[src/rtl/jt49_cmdseq_if.sv]
`default_nettype none
// ============================================================================
// Module   : jt49_cmdseq_if
// Purpose  : Bundles the jt49_cmdseq host controls, command-memory read port
//            and jt49 write bus into one interface.
//            master = sequencer side, slave = host/memory/PSG side.
// Revision : 1.0 - initial release
// ============================================================================
interface jt49_cmdseq_if #(
    parameter int AW = 7
);
    logic          cen;
    logic          start;
    logic          abort;
    logic          busy;
    logic          done;
    logic [AW-1:0] cmd_addr;
    logic [11:0]   cmd_data;
    logic [3:0]    psg_addr;
    logic [7:0]    psg_din;
    logic          psg_wr_n;

    modport master (
        input  cen, start, abort, cmd_data,
        output busy, done, cmd_addr, psg_addr, psg_din, psg_wr_n
    );

    modport slave (
        output cen, start, abort, cmd_data,
        input  busy, done, cmd_addr, psg_addr, psg_din, psg_wr_n
    );
endinterface
`default_nettype wire

[src/rtl/jt49_cmdseq.sv]
`default_nettype none
// ============================================================================
// Module   : jt49_cmdseq
// Purpose  : Command-list player for the jt49 PSG. It fetches 12-bit
//            {op,data} words from a synchronous command memory. It issues
//            one-clock register writes (op 0..D), cen-timed waits (op F) and
//            end-of-list (op E).
// Options  : JT49_CMDSEQ_LOOP_EN - op E with data[7]=1 jumps to data[6:0]
//            instead of ending playback.
// Note     : WAIT_SH must be at least 1.
// Revision : 1.0 - initial release
// ============================================================================
module jt49_cmdseq #(
    parameter int AW      = 7,
    parameter int WAIT_SH = 11
) (
    input  wire logic      clk,
    input  wire logic      rst,
    jt49_cmdseq_if.master  bus
);

    localparam int             c_CW        = 8 + WAIT_SH;
    localparam logic [AW-1:0]  c_PC_LAST   = {AW{1'b1}};
    localparam logic [AW-1:0]  c_PC_ONE    = AW'(1);
    localparam logic [c_CW-1:0] c_CNT_ONE  = c_CW'(1);
    localparam logic [c_CW-1:0] c_CNT_ZERO = '0;

    localparam logic [2:0] c_ST_IDLE   = 3'd0;
    localparam logic [2:0] c_ST_FETCH  = 3'd1;
    localparam logic [2:0] c_ST_DECODE = 3'd2;
    localparam logic [2:0] c_ST_WAIT   = 3'd3;
    localparam logic [2:0] c_ST_DONE   = 3'd4;

    // Registered state and outputs
    logic [2:0]      r_state;
    logic [AW-1:0]   r_pc;
    logic [AW-1:0]   r_cmd_addr;
    logic [3:0]      r_psg_addr;
    logic [7:0]      r_psg_din;
    logic            r_psg_wr_n;
    logic            r_busy;
    logic            r_done;
    logic [c_CW-1:0] r_cnt;

    // Next-state values
    logic [2:0]      w_state;
    logic [AW-1:0]   w_pc;
    logic [AW-1:0]   w_cmd_addr;
    logic [3:0]      w_psg_addr;
    logic [7:0]      w_psg_din;
    logic            w_psg_wr_n;
    logic            w_busy;
    logic            w_done;
    logic [c_CW-1:0] w_cnt;
    logic            w_advance;
    logic            w_finish;

    // Command decode helpers
    logic [3:0]      w_op;
    logic [7:0]      w_data;
    logic [c_CW-1:0] w_wait_n;
    logic [AW-1:0]   w_pc_inc;

    assign w_op     = bus.cmd_data[11:8];
    assign w_data   = bus.cmd_data[7:0];
    // Shift is a concatenation so no operand bit is ever lost.
    assign w_wait_n = {w_data, {WAIT_SH{1'b0}}};
    assign w_pc_inc = r_pc + c_PC_ONE;

`ifdef JT49_CMDSEQ_LOOP_EN
    logic [AW-1:0] w_jump;
    assign w_jump = AW'(w_data[6:0]);
`endif

    // Next-state and output decode; abort overrides every other action.
    always_comb begin
        w_state    = r_state;
        w_pc       = r_pc;
        w_cmd_addr = r_cmd_addr;
        w_psg_addr = r_psg_addr;
        w_psg_din  = r_psg_din;
        w_psg_wr_n = 1'b1;
        w_busy     = r_busy;
        w_done     = 1'b0;
        w_cnt      = r_cnt;
        w_advance  = 1'b0;
        w_finish   = 1'b0;

        if (bus.abort && (r_state != c_ST_IDLE)) begin
            w_state = c_ST_IDLE;
            w_busy  = 1'b0;
            w_cnt   = c_CNT_ZERO;
        end else begin
            case (r_state)
                c_ST_IDLE: begin
                    if (bus.start) begin
                        w_state    = c_ST_FETCH;
                        w_pc       = '0;
                        w_cmd_addr = '0;
                        w_busy     = 1'b1;
                    end
                end
                c_ST_FETCH: begin
                    w_state = c_ST_DECODE;
                end
                c_ST_DECODE: begin
                    if (w_op <= 4'hD) begin
                        w_psg_addr = w_op;
                        w_psg_din  = w_data;
                        w_psg_wr_n = 1'b0;
                        w_advance  = 1'b1;
                    end else if (w_op == 4'hF) begin
                        if (w_wait_n == c_CNT_ZERO) begin
                            w_advance = 1'b1;
                        end else begin
                            w_cnt   = w_wait_n;
                            w_state = c_ST_WAIT;
                        end
                    end else begin
`ifdef JT49_CMDSEQ_LOOP_EN
                        if (w_data[7]) begin
                            w_pc       = w_jump;
                            w_cmd_addr = w_jump;
                            w_state    = c_ST_FETCH;
                        end else begin
                            w_finish = 1'b1;
                        end
`else
                        w_finish = 1'b1;
`endif
                    end
                end
                c_ST_WAIT: begin
                    if (bus.cen) begin
                        w_cnt = r_cnt - c_CNT_ONE;
                        if (r_cnt == c_CNT_ONE) begin
                            w_advance = 1'b1;
                        end
                    end
                end
                c_ST_DONE: begin
                    w_state = c_ST_IDLE;
                end
                default: begin
                    w_state = c_ST_IDLE;
                    w_busy  = 1'b0;
                end
            endcase

            // The last memory slot ends the list instead of wrapping the pc.
            if (w_advance) begin
                if (r_pc == c_PC_LAST) begin
                    w_finish = 1'b1;
                end else begin
                    w_pc       = w_pc_inc;
                    w_cmd_addr = w_pc_inc;
                    w_state    = c_ST_FETCH;
                end
            end

            if (w_finish) begin
                w_state = c_ST_DONE;
                w_busy  = 1'b0;
                w_done  = 1'b1;
            end
        end
    end

    // State and output registers with synchronous reset.
    always_ff @(posedge clk) begin
        if (rst) begin
            r_state    <= c_ST_IDLE;
            r_pc       <= '0;
            r_cmd_addr <= '0;
            r_psg_addr <= 4'h0;
            r_psg_din  <= 8'h00;
            r_psg_wr_n <= 1'b1;
            r_busy     <= 1'b0;
            r_done     <= 1'b0;
            r_cnt      <= c_CNT_ZERO;
        end else begin
            r_state    <= w_state;
            r_pc       <= w_pc;
            r_cmd_addr <= w_cmd_addr;
            r_psg_addr <= w_psg_addr;
            r_psg_din  <= w_psg_din;
            r_psg_wr_n <= w_psg_wr_n;
            r_busy     <= w_busy;
            r_done     <= w_done;
            r_cnt      <= w_cnt;
        end
    end

    assign bus.busy     = r_busy;
    assign bus.done     = r_done;
    assign bus.cmd_addr = r_cmd_addr;
    assign bus.psg_addr = r_psg_addr;
    assign bus.psg_din  = r_psg_din;
    assign bus.psg_wr_n = r_psg_wr_n;

endmodule
`default_nettype wire

[src/flat_wrapper.sv]
// flat-port wrapper written by rule: the top's interface ports become plain ports
module jt49_cmdseq_flat 
#(
    parameter int AW      = 7,
    parameter int WAIT_SH = 11
)
  (clk, rst, bus_cen, bus_start, bus_abort, bus_cmd_data, bus_busy, bus_done, bus_cmd_addr, bus_psg_addr, bus_psg_din, bus_psg_wr_n);
  jt49_cmdseq_if #(.AW(AW)) bus_i ();
  input  wire logic clk;
  input  wire logic rst;
  input wire logic [$bits(bus_i.cen)-1:0] bus_cen;
  input wire logic [$bits(bus_i.start)-1:0] bus_start;
  input wire logic [$bits(bus_i.abort)-1:0] bus_abort;
  input wire logic [$bits(bus_i.cmd_data)-1:0] bus_cmd_data;
  output wire logic [$bits(bus_i.busy)-1:0] bus_busy;
  output wire logic [$bits(bus_i.done)-1:0] bus_done;
  output wire logic [$bits(bus_i.cmd_addr)-1:0] bus_cmd_addr;
  output wire logic [$bits(bus_i.psg_addr)-1:0] bus_psg_addr;
  output wire logic [$bits(bus_i.psg_din)-1:0] bus_psg_din;
  output wire logic [$bits(bus_i.psg_wr_n)-1:0] bus_psg_wr_n;
  assign bus_i.cen = bus_cen;
  assign bus_i.start = bus_start;
  assign bus_i.abort = bus_abort;
  assign bus_i.cmd_data = bus_cmd_data;
  assign bus_busy = bus_i.busy;
  assign bus_done = bus_i.done;
  assign bus_cmd_addr = bus_i.cmd_addr;
  assign bus_psg_addr = bus_i.psg_addr;
  assign bus_psg_din = bus_i.psg_din;
  assign bus_psg_wr_n = bus_i.psg_wr_n;
  jt49_cmdseq #(.AW(AW), .WAIT_SH(WAIT_SH)) u_core (.clk(clk), .rst(rst), .bus(bus_i));
endmodule
[config.mk]
export PLATFORM = sky130hd
export DESIGN_NAME = jt49_cmdseq_flat
export DESIGN_NICKNAME = d
export VERILOG_FILES = /design/src/rtl/jt49_cmdseq_if.sv /design/src/rtl/jt49_cmdseq.sv /design/src/flat_wrapper.sv
export SDC_FILE = /design/constraint.sdc
export NUM_CORES = 1
export LEC_CHECK = 0
export ABC_AREA = 1
export BUFFER_PORTS_ARGS = -buffer_cell sky130_fd_sc_hd__buf_2
export CAP_MARGIN = 20
export CELL_PAD_IN_SITES_DETAIL_PLACEMENT = 1
export CELL_PAD_IN_SITES_GLOBAL_PLACEMENT = 1
export CORE_MARGIN = 2
export CORE_UTILIZATION = 44
export DETAILED_ROUTE_END_ITERATION = 16
export GPL_TIMING_DRIVEN = 1
export PLACE_DENSITY_LB_ADDON = 0.15
export SLEW_MARGIN = 10
export SYNTH_ARGS = -nofsm -noshare
export SYNTH_HDL_FRONTEND = slang
export SYNTH_SLANG_ARGS = --single-unit
[constraint.sdc]
create_clock -name clk -period 3.7 [get_ports clk]
set_input_delay 0.925 -clock clk [delete_from_list [all_inputs] [get_ports clk]]
set_output_delay 0.925 -clock clk [all_outputs]
set_load 0.01 [all_outputs]
==> metrics <==
status complete, no violations; CTS tree done; core area around 6700 um2; largest family of logic cells by synthesized area simple AND/OR/NAND/NOR gates; sequential-to-total area share from yosys stat roughly a third; FMAX 0.433 GHz; Die Width approximately 86 um; adder-cell share of the synthesized area under 10%; largest net degree at the start of global routing 27; mean post-synth cell area between 6 and 7 um2; cell taking the most area after synthesis dfxtp_1; drc violations 0; most frequent cell on the critical path nand2_1; Final setup viols 0; Clk Latency, worst-skew pair just over 300 ps; post-CTS sizing 0; Worst Path Arrival about 2600 ps; metal3 WL between 100 and 150 um; Num CTS Buffers 5; Post-CTS Setup Bufs 0; reg2reg end u_core.bus.cmd_addr[1]$_SDFFE_PP0N_; row count 30; r2r setup slk about 1400 ps; Placer Congestion between 0.8 and 0.9; PD cells a little over 600 nW/um2; synthesis-stage register bit count 51; Worst-path clk slew 110 ps; GRT Total Usage between 20% and 30%; area grow syn2layout 9.57%; internal power 1.09 mW; DR pass1 iterations 4; number of global-route vias before repair around 3000; Top Layer Used met4; Via density between 5 and 6; Sink Count slightly above 50; Post-Synth Simple-Gate Area 39.9%; Synth Area in Compound Gates 13.4%; Synth area leaders dfxtp_1, nand2_1, nor2_1; Yosys warning count 0; HP Class reg -> reg; Slew headroom between 50% and 60%; Initial Utilization around 45%; Fin. Hold Viols 0; Post-Route Skew around 14 ps; WL/cell ~14 um; CTS Root Cell clkbuf_8; worst slew pin tran between 600 and 700 ps; total power ~2.0 mW; Tmin final ~2300 ps; # IOs 39; WHS Endpoint u_core.bus.psg_addr[3]$_SDFFE_PP0P_; maximum clock insertion buffer count 2; setup TNS 0 ps; Filler Cell Count roughly 950; Synth top area share 34.2%; WL met1 roughly 3700 um; Seq pwr share between 30% and 40%; MaxCap Viol Count 0; worst r2r src u_core.r_state[2]$_SDFF_PP0_; Routed Antenna Nets 0; GRT overflow 0; diode count 0; Sw Share 46.1%; crit path kind reg -> reg; H-tree depth 2; Hold WS 476 ps; Worst Path Required ~3900 ps; hold_sp u_core.bus.psg_addr[3]$_SDFFE_PP0P_; chip height 86.3 um; slowest CP cell nor2_4; Hold-fix buffers, CTS 0; synth unique cells 35; clock power share between 15 and 20%; initial antenna violation count 0; Starting DRT DRC Count 95; first-pass GRT wire length 13700 um; Vias around 3000; crit share post-route between 60 and 70%; RSZ-0062 raised after global routing false; final slew viol count 0; Port Buffers 38; die area approximately 7500 um2; Psw ~0.93 mW; post-synthesis cell area around 3000 um2; leakage power 1.52 nW; Routed WL a little under 8000 um; peak supply drop 0.290 mV; worst-path maximum fanout 21; Comb pwr share about half; fin nets 516; Post-Synth XOR/XNOR Area ~2.6%; critical path capture point type flip-flop; worst stage delay on the critical path roughly 420 ps; cell count after synthesis around 470; post-synthesis mux area share 0%; Synth Net Count 486; Cell Chain, Critical Path inv_2 > nand2_2 > nor2_4 > nand2_1 > nor2_1 > nand2_1 > nand2_4 > nand2_1 > nand2_1 > nand2_1 > a21oi_1; DR WL met2 4020 um; post-DP HPWL ~6000 um; Worst Reg2Reg Path Length in Cells 11; hold depth 2; share of layout cells above drive strength 1 between 10% and 20%; CP Launch Type flip-flop
registers in the layout, summed over array words and instances (netlist names):
| signal | cells |
|---|---|
| u_core.r_state | 3 |
| u_core.r_pc | 7 |
| u_core.bus.done | 1 |
| u_core.bus.psg_din | 8 |
| u_core.r_cnt | 19 |
| u_core.bus.cmd_addr | 7 |
| u_core.bus.psg_addr | 4 |
| u_core.bus.busy | 1 |
| u_core.bus.psg_wr_n | 1 |
layer usage:
| metal | vias to the layer above | global-route usage (%) |
|---|---|---|
| met1 | 1411 | 28.5 |
| met2 | 33 | 40.1 |
| met3 | 13 | 2.95 |
| li1 | 1550 | - |
| met4 | 0 | 6.96 |
| met5 | - | 0 |
critical path, delay by kind of cell, from the launching register on:
kind / cells / cell delay [ps]
AND/OR/NAND/NOR: 9 / 1660
flip-flops: 1 / 320
AO/OA/AOI/OAI: 1 / 140
buffers and inverters: 1 / 90
per-stage QoR:
stage	instance area (um2)	util, %	cells	setup slack (ps)
after floorplan	2980	-	466	1760
after global placement	3180	47.6	569	1180
after detailed placement	3180	47.6	569	1140
after CTS	3270	48.9	577	1380
after global routing	3270	48.9	577	1060
final	3270	48.9	577	1390
cells by family (layout without fill, tap and decap cells):
group | Yosys count | after routing
buf+inv | 57 | 88
compound gates | 71 | 71
fa+ha+maj | 3 | 3
simple gates | 275 | 275
xor+xnor | 9 | 9
flops | 51 | 51
worst max path at each step:
stage	slack, ps	startpoint	cells past startpoint	end
floorplan	1760	bus_cmd_data[3]	11	u_core.r_pc[5]$_SDFFE_PP0N_
global placement	1180	bus_cmd_data[0]	11	u_core.r_state[1]$_SDFF_PP0_
detailed placement	1140	bus_cmd_data[0]	11	u_core.r_pc[5]$_SDFFE_PP0N_
CTS	1380	u_core.r_state[2]$_SDFF_PP0_	10	u_core.r_pc[5]$_SDFFE_PP0N_
global route	1060	u_core.r_state[2]$_SDFF_PP0_	10	u_core.r_pc[5]$_SDFFE_PP0N_
finish	1390	u_core.r_state[2]$_SDFF_PP0_	11	u_core.bus.cmd_addr[1]$_SDFFE_PP0N_
power groups by stage:
| stage | clock network [mW] | logic (mW) | registers [mW] |
|---|---|---|---|
| final | 0.337 | 1.01 | 0.681 |
| after CTS | 0.347 | 1.02 | 0.680 |
| after global placement | 0 | 0.983 | 0.688 |
| after detailed placement | 0 | 1.01 | 0.693 |
| after global routing | 0.371 | 1.16 | 0.691 |
| after floorplan | 0 | 0.790 | 0.694 |
cell type report:
type,count,area [um2],share of cell area [%]
multi-input combinational,358,1710,52.2
sequential,51,1020,31.3
timing repair buffer,39,198,6.05
inverter,41,154,4.71
tap,80,100,3.06
clock buffer,5,68.8,2.11
clock inverter,3,20.0,0.613
Yosys cell counts:
library cell and n:
a21o_1 1, a21oi_1 34, a21oi_2 3, a2bb2oi_1 1, buf_1 2, buf_2 9
buf_4 1, buf_6 2, buf_8 1, clkbuf_1 1, clkinv_1 2, dfxtp_1 51
ha_1 3, inv_1 32, inv_2 7, nand2_1 120, nand2_2 5, nand2_4 1
nand3_1 36, nand3b_1 4, nand4_1 8, nor2_1 82, nor2_2 8, nor2_4 1
nor3_1 2, nor3_2 2, o211ai_1 1, o21a_1 8, o21ai_0 20, o21ai_1 1
o21bai_1 1, o22ai_1 1, or2_2 6, xnor2_1 2, xor2_1 7
cell usage in the layout (no fill, tap or decap), types with 2 or more instances in the layout:
| master | count |
|---|---|
| a21oi_1 | 34 |
| a21oi_2 | 3 |
| buf_2 | 38 |
| clkbuf_8 | 5 |
| clkinv_1 | 2 |
| clkinvlp_4 | 2 |
| dfxtp_1 | 51 |
| ha_1 | 3 |
| inv_1 | 32 |
| inv_2 | 7 |
| nand2_1 | 120 |
| nand2_2 | 5 |
| nand3_1 | 36 |
| nand3b_1 | 4 |
| nand4_1 | 8 |
| nor2_1 | 82 |
| nor2_2 | 8 |
| nor3_1 | 2 |
| nor3_2 | 2 |
| o21a_1 | 8 |
| o21ai_0 | 20 |
| or2_2 | 6 |
| xnor2_1 | 2 |
| xor2_1 | 7 |
(Power assumes the default switching activity.)
